--- src/rtl/multicycle_ctrl.sv ---
// -----------------------------------------------------------------------------
// multicycle_ctrl
//
// Control FSM for a multi-cycle CPU datapath built around one shared ALU and
// one unified memory port. Every instruction walks through fetch, decode and
// then an opcode-specific sequence of execute / memory / writeback states.
// Each cycle the FSM drives the datapath mux selects and write enables.
// Memory accesses stall on mem_ready_i; an unknown opcode parks the FSM in
// HALT until reset.
//
// Ports
//   clk_i        in   clock, rising edge
//   rst_i        in   asynchronous active-low reset
//   opcode_i     in   instr[31:26] from the IR (sampled only in DECODE)
//   mem_ready_i  in   memory completes the current access this cycle
//   pc_write_o   out  unconditional PC load
//   branch_o     out  conditional PC load (qualified by zero in datapath)
//   branch_eq_o  out  1 = beq, 0 = bne
//   pc_source_o  out  PC mux: 00 ALU, 01 ALUOut, 10 jump target
//   ir_write_o   out  latch memory data into IR
//   iord_o       out  memory address: 0 PC, 1 ALUOut
//   mem_read_o   out  memory read request
//   mem_write_o  out  memory write request
//   reg_write_o  out  register file write
//   reg_dst_o    out  destination: 0 rt, 1 rd
//   mem_to_reg_o out  write data: 0 ALUOut, 1 MDR
//   alu_src_a_o  out  ALU A: 0 PC, 1 RS
//   alu_src_b_o  out  ALU B: 00 RT, 01 4, 10 imm, 11 imm<<2
//   alu_op_o     out  000 add, 001 sub, 010 R-type, 011 slt
//   state_o      out  current state (debug)
//   halted_o     out  sticky illegal-opcode flag
// -----------------------------------------------------------------------------
module multicycle_ctrl (
    input  logic       clk_i,
    input  logic       rst_i,
    input  logic [5:0] opcode_i,
    input  logic       mem_ready_i,
    output logic       pc_write_o,
    output logic       branch_o,
    output logic       branch_eq_o,
    output logic [1:0] pc_source_o,
    output logic       ir_write_o,
    output logic       iord_o,
    output logic       mem_read_o,
    output logic       mem_write_o,
    output logic       reg_write_o,
    output logic       reg_dst_o,
    output logic       mem_to_reg_o,
    output logic       alu_src_a_o,
    output logic [1:0] alu_src_b_o,
    output logic [2:0] alu_op_o,
    output logic [3:0] state_o,
    output logic       halted_o
);

    localparam logic [5:0] OP_RTYPE = 6'h00;
    localparam logic [5:0] OP_J     = 6'h02;
    localparam logic [5:0] OP_BEQ   = 6'h04;
    localparam logic [5:0] OP_BNE   = 6'h05;
    localparam logic [5:0] OP_ADDI  = 6'h08;
    localparam logic [5:0] OP_SLTI  = 6'h0A;
    localparam logic [5:0] OP_LW    = 6'h23;
    localparam logic [5:0] OP_SW    = 6'h2B;

    typedef enum logic [3:0] {
        S_FETCH    = 4'd0,
        S_DECODE   = 4'd1,
        S_MEM_ADDR = 4'd2,
        S_MEM_RD   = 4'd3,
        S_MEM_WB   = 4'd4,
        S_MEM_WR   = 4'd5,
        S_R_EXEC   = 4'd6,
        S_R_WB     = 4'd7,
        S_BRANCH   = 4'd8,
        S_JUMP     = 4'd9,
        S_I_EXEC   = 4'd10,
        S_I_WB     = 4'd11,
        S_HALT     = 4'd12
    } state_t;

    state_t     state_q;
    logic [5:0] op_q;

    // State register. opcode_i is only looked at in DECODE; later states use
    // the latched copy so a changing IR cannot redirect an instruction.
    always_ff @(posedge clk_i or negedge rst_i) begin
        if (!rst_i) begin
            state_q <= S_FETCH;
            op_q    <= 6'h00;
        end else begin
            case (state_q)
                S_FETCH: begin
                    if (mem_ready_i) state_q <= S_DECODE;
                end
                S_DECODE: begin
                    op_q <= opcode_i;
                    case (opcode_i)
                        OP_RTYPE:        state_q <= S_R_EXEC;
                        OP_LW, OP_SW:    state_q <= S_MEM_ADDR;
                        OP_BEQ, OP_BNE:  state_q <= S_BRANCH;
                        OP_J:            state_q <= S_JUMP;
                        OP_ADDI, OP_SLTI: state_q <= S_I_EXEC;
                        default:         state_q <= S_HALT;
                    endcase
                end
                S_MEM_ADDR: state_q <= (op_q == OP_LW) ? S_MEM_RD : S_MEM_WR;
                S_MEM_RD: begin
                    if (mem_ready_i) state_q <= S_MEM_WB;
                end
                S_MEM_WB:  state_q <= S_FETCH;
                S_MEM_WR: begin
                    if (mem_ready_i) state_q <= S_FETCH;
                end
                S_R_EXEC:  state_q <= S_R_WB;
                S_R_WB:    state_q <= S_FETCH;
                S_BRANCH:  state_q <= S_FETCH;
                S_JUMP:    state_q <= S_FETCH;
                S_I_EXEC:  state_q <= S_I_WB;
                S_I_WB:    state_q <= S_FETCH;
                S_HALT:    state_q <= S_HALT;
                default:   state_q <= S_HALT;
            endcase
        end
    end

    // Output decode. Outputs are a function of the registered state, except
    // that FETCH gates IR/PC writes with mem_ready_i so the PC only advances
    // on the cycle the instruction word actually arrives. Everything is
    // qualified with rst_i so a reset mid-access drops requests and write
    // enables immediately rather than at the next edge.
    always_comb begin
        pc_write_o   = 1'b0;
        branch_o     = 1'b0;
        branch_eq_o  = 1'b0;
        pc_source_o  = 2'b00;
        ir_write_o   = 1'b0;
        iord_o       = 1'b0;
        mem_read_o   = 1'b0;
        mem_write_o  = 1'b0;
        reg_write_o  = 1'b0;
        reg_dst_o    = 1'b0;
        mem_to_reg_o = 1'b0;
        alu_src_a_o  = 1'b0;
        alu_src_b_o  = 2'b00;
        alu_op_o     = 3'b000;
        halted_o     = 1'b0;
        if (rst_i) begin
            case (state_q)
                S_FETCH: begin
                    mem_read_o  = 1'b1;
                    alu_src_b_o = 2'b01;
                    ir_write_o  = mem_ready_i;
                    pc_write_o  = mem_ready_i;
                end
                // PC + (imm << 2) computed speculatively: ALUOut then holds
                // the branch target for BRANCH.
                S_DECODE: alu_src_b_o = 2'b11;
                S_MEM_ADDR: begin
                    alu_src_a_o = 1'b1;
                    alu_src_b_o = 2'b10;
                end
                S_MEM_RD: begin
                    mem_read_o = 1'b1;
                    iord_o     = 1'b1;
                end
                S_MEM_WB: begin
                    reg_write_o  = 1'b1;
                    mem_to_reg_o = 1'b1;
                end
                S_MEM_WR: begin
                    mem_write_o = 1'b1;
                    iord_o      = 1'b1;
                end
                S_R_EXEC: begin
                    alu_src_a_o = 1'b1;
                    alu_op_o    = 3'b010;
                end
                S_R_WB: begin
                    reg_write_o = 1'b1;
                    reg_dst_o   = 1'b1;
                end
                S_BRANCH: begin
                    alu_src_a_o = 1'b1;
                    alu_op_o    = 3'b001;
                    branch_o    = 1'b1;
                    branch_eq_o = (op_q == OP_BEQ);
                    pc_source_o = 2'b01;
                end
                S_JUMP: begin
                    pc_write_o  = 1'b1;
                    pc_source_o = 2'b10;
                end
                S_I_EXEC: begin
                    alu_src_a_o = 1'b1;
                    alu_src_b_o = 2'b10;
                    alu_op_o    = (op_q == OP_SLTI) ? 3'b011 : 3'b000;
                end
                S_I_WB:  reg_write_o = 1'b1;
                S_HALT:  halted_o    = 1'b1;
                default: halted_o    = 1'b0;
            endcase
        end
    end

    assign state_o = state_q;

endmodule

--- config.mk ---
export PLATFORM = sky130hd
export DESIGN_NAME = multicycle_ctrl
export DESIGN_NICKNAME = d
export VERILOG_FILES = /design/src/rtl/multicycle_ctrl.sv
export SDC_FILE = /design/constraint.sdc
export NUM_CORES = 1
export LEC_CHECK = 0
export CORE_MARGIN = 4
export CORE_UTILIZATION = 43
export DETAILED_ROUTE_END_ITERATION = 7
export PLACE_DENSITY = 0.87
export SLEW_MARGIN = 20
export SYNTH_ARGS = -nofsm -noshare
export SYNTH_HDL_FRONTEND = slang
export SYNTH_SLANG_ARGS = --single-unit
export TNS_END_PERCENT = 20
--- constraint.sdc ---
create_clock -name clk_i -period 1.7 [get_ports clk_i]
set_input_delay 0.34 -clock clk_i [delete_from_list [all_inputs] [get_ports clk_i]]
set_output_delay 0.34 -clock clk_i [all_outputs]
set_load 0.05 [all_outputs]
==> impl_metrics.toml, run 1 <==
[synthesis]
avgSynthCellArea_sq_um = 8.097
synth_top_area_share_pct = 29.72
synth_seq_cells = 10
async_flop_share_pct = 100.0
syn_nets = 113
synthesis.area_sq_um = 842.1
synth_area_leaders = "dfrtp_1, mux2_2, nor3_1, nand2b_1, nor2_1"
synthCells = 104
synth.distinct_cells = 40
ys.flop_type = "dfrtp_1"
synth_largest_area_cell = "dfrtp_1"
synth_edf_count = 0
ys_seq_area_share_pct = 29.72
yosys_warnings = 0

[clocking]
cts_setup_buffers = 5
post_cts_resize_count = 31
cts.sinks = 10
clock_path_buffers = 2
numCtsBuffers = 3
hold_buffers = 0
root_buffer = "clkbuf_4"
htree_levels = 1

[floorplanning]
die_w_um = 52.25
io_pins = 32
start_util_pct = 47.23
num_rows = 15
die_y_um = 52.25

[placement]
io_buffers = 30
hpwl_um = 3480
place.gp.congestion = 0.8410
place_worst_setup_slack_ns = -0.2576

[status]
lastStage = "clock tree synthesis (4_1_cts)"
outcome = "aborted with a tool error"
firstError = "[ERROR DPL-0038] Utilization greater than 100%, impossible to legalize"
[Yosys cell counts (all sizes together), types with 2 or more instances]
library cell  instances
dfrtp                10
nor2                 10
nor3                  9
nand2                 7
a21oi                 6
nand2b                6
o21ai                 6
mux2                  5
buf                   4
nor2b                 4
and2                  3
and3                  3
clkbuf                3
nor4b                 3
a211oi                2
and3b                 2
inv                   2
nor3b                 2
o32ai                 2
[cells by family after synthesis]
family / count (synthesis) / synth area share [%]
xor gates and xnor gates: 1 / 1.040
muxes: 6 / 7.875
buffers and inverters: 9 / 4.755
AOI/OAI and AO/OA: 21 / 17.24
other: 1 / 0.4453
and+or+nand+nor: 56 / 38.93
DFF: 10 / 29.72
[metrics by stage]
stage / cell area, sq um / utilization (%) / hold WS [ns] / setup TNS, ns / instances
global placement: 1724 / 96.70 / 0.5098 / -1.821 / 188
detailed placement: 1724 / 96.70 / 0.5608 / -3.291 / 188
floorplan: 970.9 / - / 0.04441 / -3.231 / 104
==> inputs of run 2 (changes only) <==
--- a/config.mk
+++ b/config.mk
@@ -5,10 +5,10 @@
 export SDC_FILE = /design/constraint.sdc
 export NUM_CORES = 1
 export LEC_CHECK = 0
-export CORE_MARGIN = 4
-export CORE_UTILIZATION = 43
+export CORE_AREA = 4 4 65 67
 export DETAILED_ROUTE_END_ITERATION = 7
-export PLACE_DENSITY = 0.87
+export DIE_AREA = 0 0 69 71
+export PLACE_DENSITY_LB_ADDON = 0.15
 export SLEW_MARGIN = 20
 export SYNTH_ARGS = -nofsm -noshare
 export SYNTH_HDL_FRONTEND = slang
==> run 2 against run 1 <==
- the flow now finishes, with violations (setup timing)
- synthesized area unchanged
- synthesized cell count unchanged
==> impl_metrics.toml, run 2 <==
[placement]
hpwl_um = 2240
place.gp.congestion = 0.8401
dpl.cell_count = 208
io_buffers = 30

[final_layout]
layout.nets = 178
largest_reg_flops = 6
drive_gt1_share_pct = 61.90
antenna-diode-count = 0
final_common_cell = "buf_4"
most-common-layout-cells = "buf_4, buf_12, clkdlybuf4s50_1, dfrtp_1"
syn_to_final_growth_pct = 127.8
final_cells = 216
regMostFlops = "op_q"

[setup_path]
cp_max_fo = 6
r2r_end = "state_o[1]$_DFFE_PN0P_"
worstSetupPathType = "flip-flop to primary output"
reg2reg_slack_ns = 0.13
crit_arrival_ns = 1.55
crit_required_ns = 1.36
setup.worst_path.end = "reg_write_o"
r2r_start = "op_q[4]$_DFFE_PN0P_"
rr_worst_depth = 5
worstSetupEndpointType = "primary output"
crit_start = "state_o[0]$_DFFE_PN0P_"
crit_path_start_kind = "flip-flop"

[clocking]
numCtsBuffers = 3
hold_buffers = 0
clock_path_buffers = 2
cts.sinks = 10
clk_latency_ns = 0.24
htree_levels = 1
root_buffer = "clkbuf_8"
clkTransAtPathRegs_ns = 0.05
cts_tree = "built"

[detailed_routing]
ant_nets = 0
avgRoutedWirePerCell_um = 12.85
dr.first_iter.drc_count = 24
vias_per_cell = 4.708
wl_um = 2776
drc_errors = 0
routed-via-count = 1017
first_pass_iters = 4

[timing]
period_share_pct = 111.0
finalSetupViolCount = 16
rsz0062_at_grt = "true"
setup_slack_ns = -0.1867
skew_ns = 0.007333
hold_violations = 0
min_period_ns = 1.887
fin_setup_tns_ns = -1.560
holdWs_ns = 0.3877
clock.fmax_ghz = 0.5300
maxSlewViolCount = 0

[status]
violations = "setup timing"
outcome = "complete, but fails checks"

[synthesis]
synth_top_area_share_pct = 29.72
synth.distinct_cells = 40
synth_seq_cells = 10
synth_edf_count = 0
avgSynthCellArea_sq_um = 8.097
ys.flop_type = "dfrtp_1"
synthCells = 104
yosys-top-cells-count = "dfrtp_1, nor2_1, nor3_1"
ys_seq_area_share_pct = 29.72
synthesis.area_sq_um = 842.1
yosys_warnings = 0
syn_nets = 113
synth_area_leaders = "dfrtp_1, mux2_2, nor3_1, nand2b_1, nor2_1"
synth_largest_area_cell = "dfrtp_1"
async_flop_share_pct = 100.0

[floorplanning]
die_area_sq_um = 4899
die_w_um = 69
num_rows = 22
core-area_sq_um = 3633
die_y_um = 71
io_pins = 32
start_util_pct = 23.17

[grt]
grt_pass1_wl_um = 4733
track_usage_pct = 11.31
grt_overflow = 0
grt_max_degree = 12
grt_antenna_before_repair = 0
grt_pass1_vias = 1042

[power_and_ir_drop]
cellPowerDensity_nw_per_um2 = 1426
p_leak_nw = 0.7556
totalPowerFinal_w = 0.002736
peakVddDrop_mv = 0.4952

[flow_run]
cap_viol_max_count = 0

[min_path]
holdCritPathClass = "input pin to asynchronous set/reset pin"
## run 2: cells by family (layout without fill, tap and decap cells)
kind of cell / after synthesis / in the layout / share of synthesized area [%]
DFF: 10 / 10 / 29.72
and+or+nand+nor: 56 / 56 / 38.93
buffers and inverters: 9 / 73 / 4.755
other: 1 / 1 / 0.4453
AOI/OAI and AO/OA: 21 / 21 / 17.24
muxes: 6 / 6 / 7.875
xor gates and xnor gates: 1 / 1 / 1.040
## run 2: final cells by class
cell class	count	area (sq um)
clock buffers	4	55.05
repair buffers	67	810.8
fillers	347	1715
multi-input cells	85	729.5
flip-flops and latches	10	255.2
inverters	2	7.507
well taps	48	60.06
## run 2: worst min-delay path by stage
stage | endpoint | slack (ns) | depth (start not counted)
finish | state_o[3]$_DFFE_PN0P_ | 0.39 | 3
global route | op_q[3]$_DFFE_PN0P_ | 0.43 | 3
CTS | state_o[3]$_DFFE_PN0P_ | 0.37 | 3
detailed placement | op_q[1]$_DFFE_PN0P_ | 0.52 | 1
global placement | op_q[1]$_DFFE_PN0P_ | 0.51 | 1
floorplan | op_q[0]$_DFFE_PN0P_ | 0.04 | 0
## run 2: layer usage
layer | share of wire, % | wire length (um) | GRT usage, %
met3 | 5.0 | 139 | 2.557
met2 | 52 | 1454 | 21.08
met4 | 0.83 | 23 | 3.254
met5 | 0 | 0 | 0
met1 | 42 | 1160 | 12.82
## run 2: what timing repair did
| action | 4_1_cts | 5_1_grt |
|---|---|---|
| buffers inserted | 3 | 1 |
| pin swaps | 9 | 7 |
| cloned | 0 | 0 |
| gates resized for setup | 15 | 13 |
| endpoints found under the setup margin | 18 | 18 |
## run 2: critical path, stage by stage, from the launching register on
cell and delay [ns]:
dfrtp_2 0.40, buf_6 0.13, nor2b_1 0.31, o32ai_1 0.15, and2_1 0.18, buf_12 0.15
## run 2: power by group
part           internal, W  switching [W]
combinational      0.00100       0.000985
clock             0.000204      0.0000995
sequential        0.000350      0.0000967
total              0.00155        0.00118
## run 2: through the flow
stage	instance area, sq um	setup slack [ns]	util (%)
3_5_place_dp	1730	-0.2425	47.62
5_1_grt	1918	-0.2385	52.79
3_3_place_gp	1730	-0.2201	47.62
6_report	1918	-0.1867	52.79
2_1_floorplan	970.9	-0.3896	-
4_1_cts	1862	-0.2005	51.24
No activity file was read; power rests on OpenSTA's default activity.
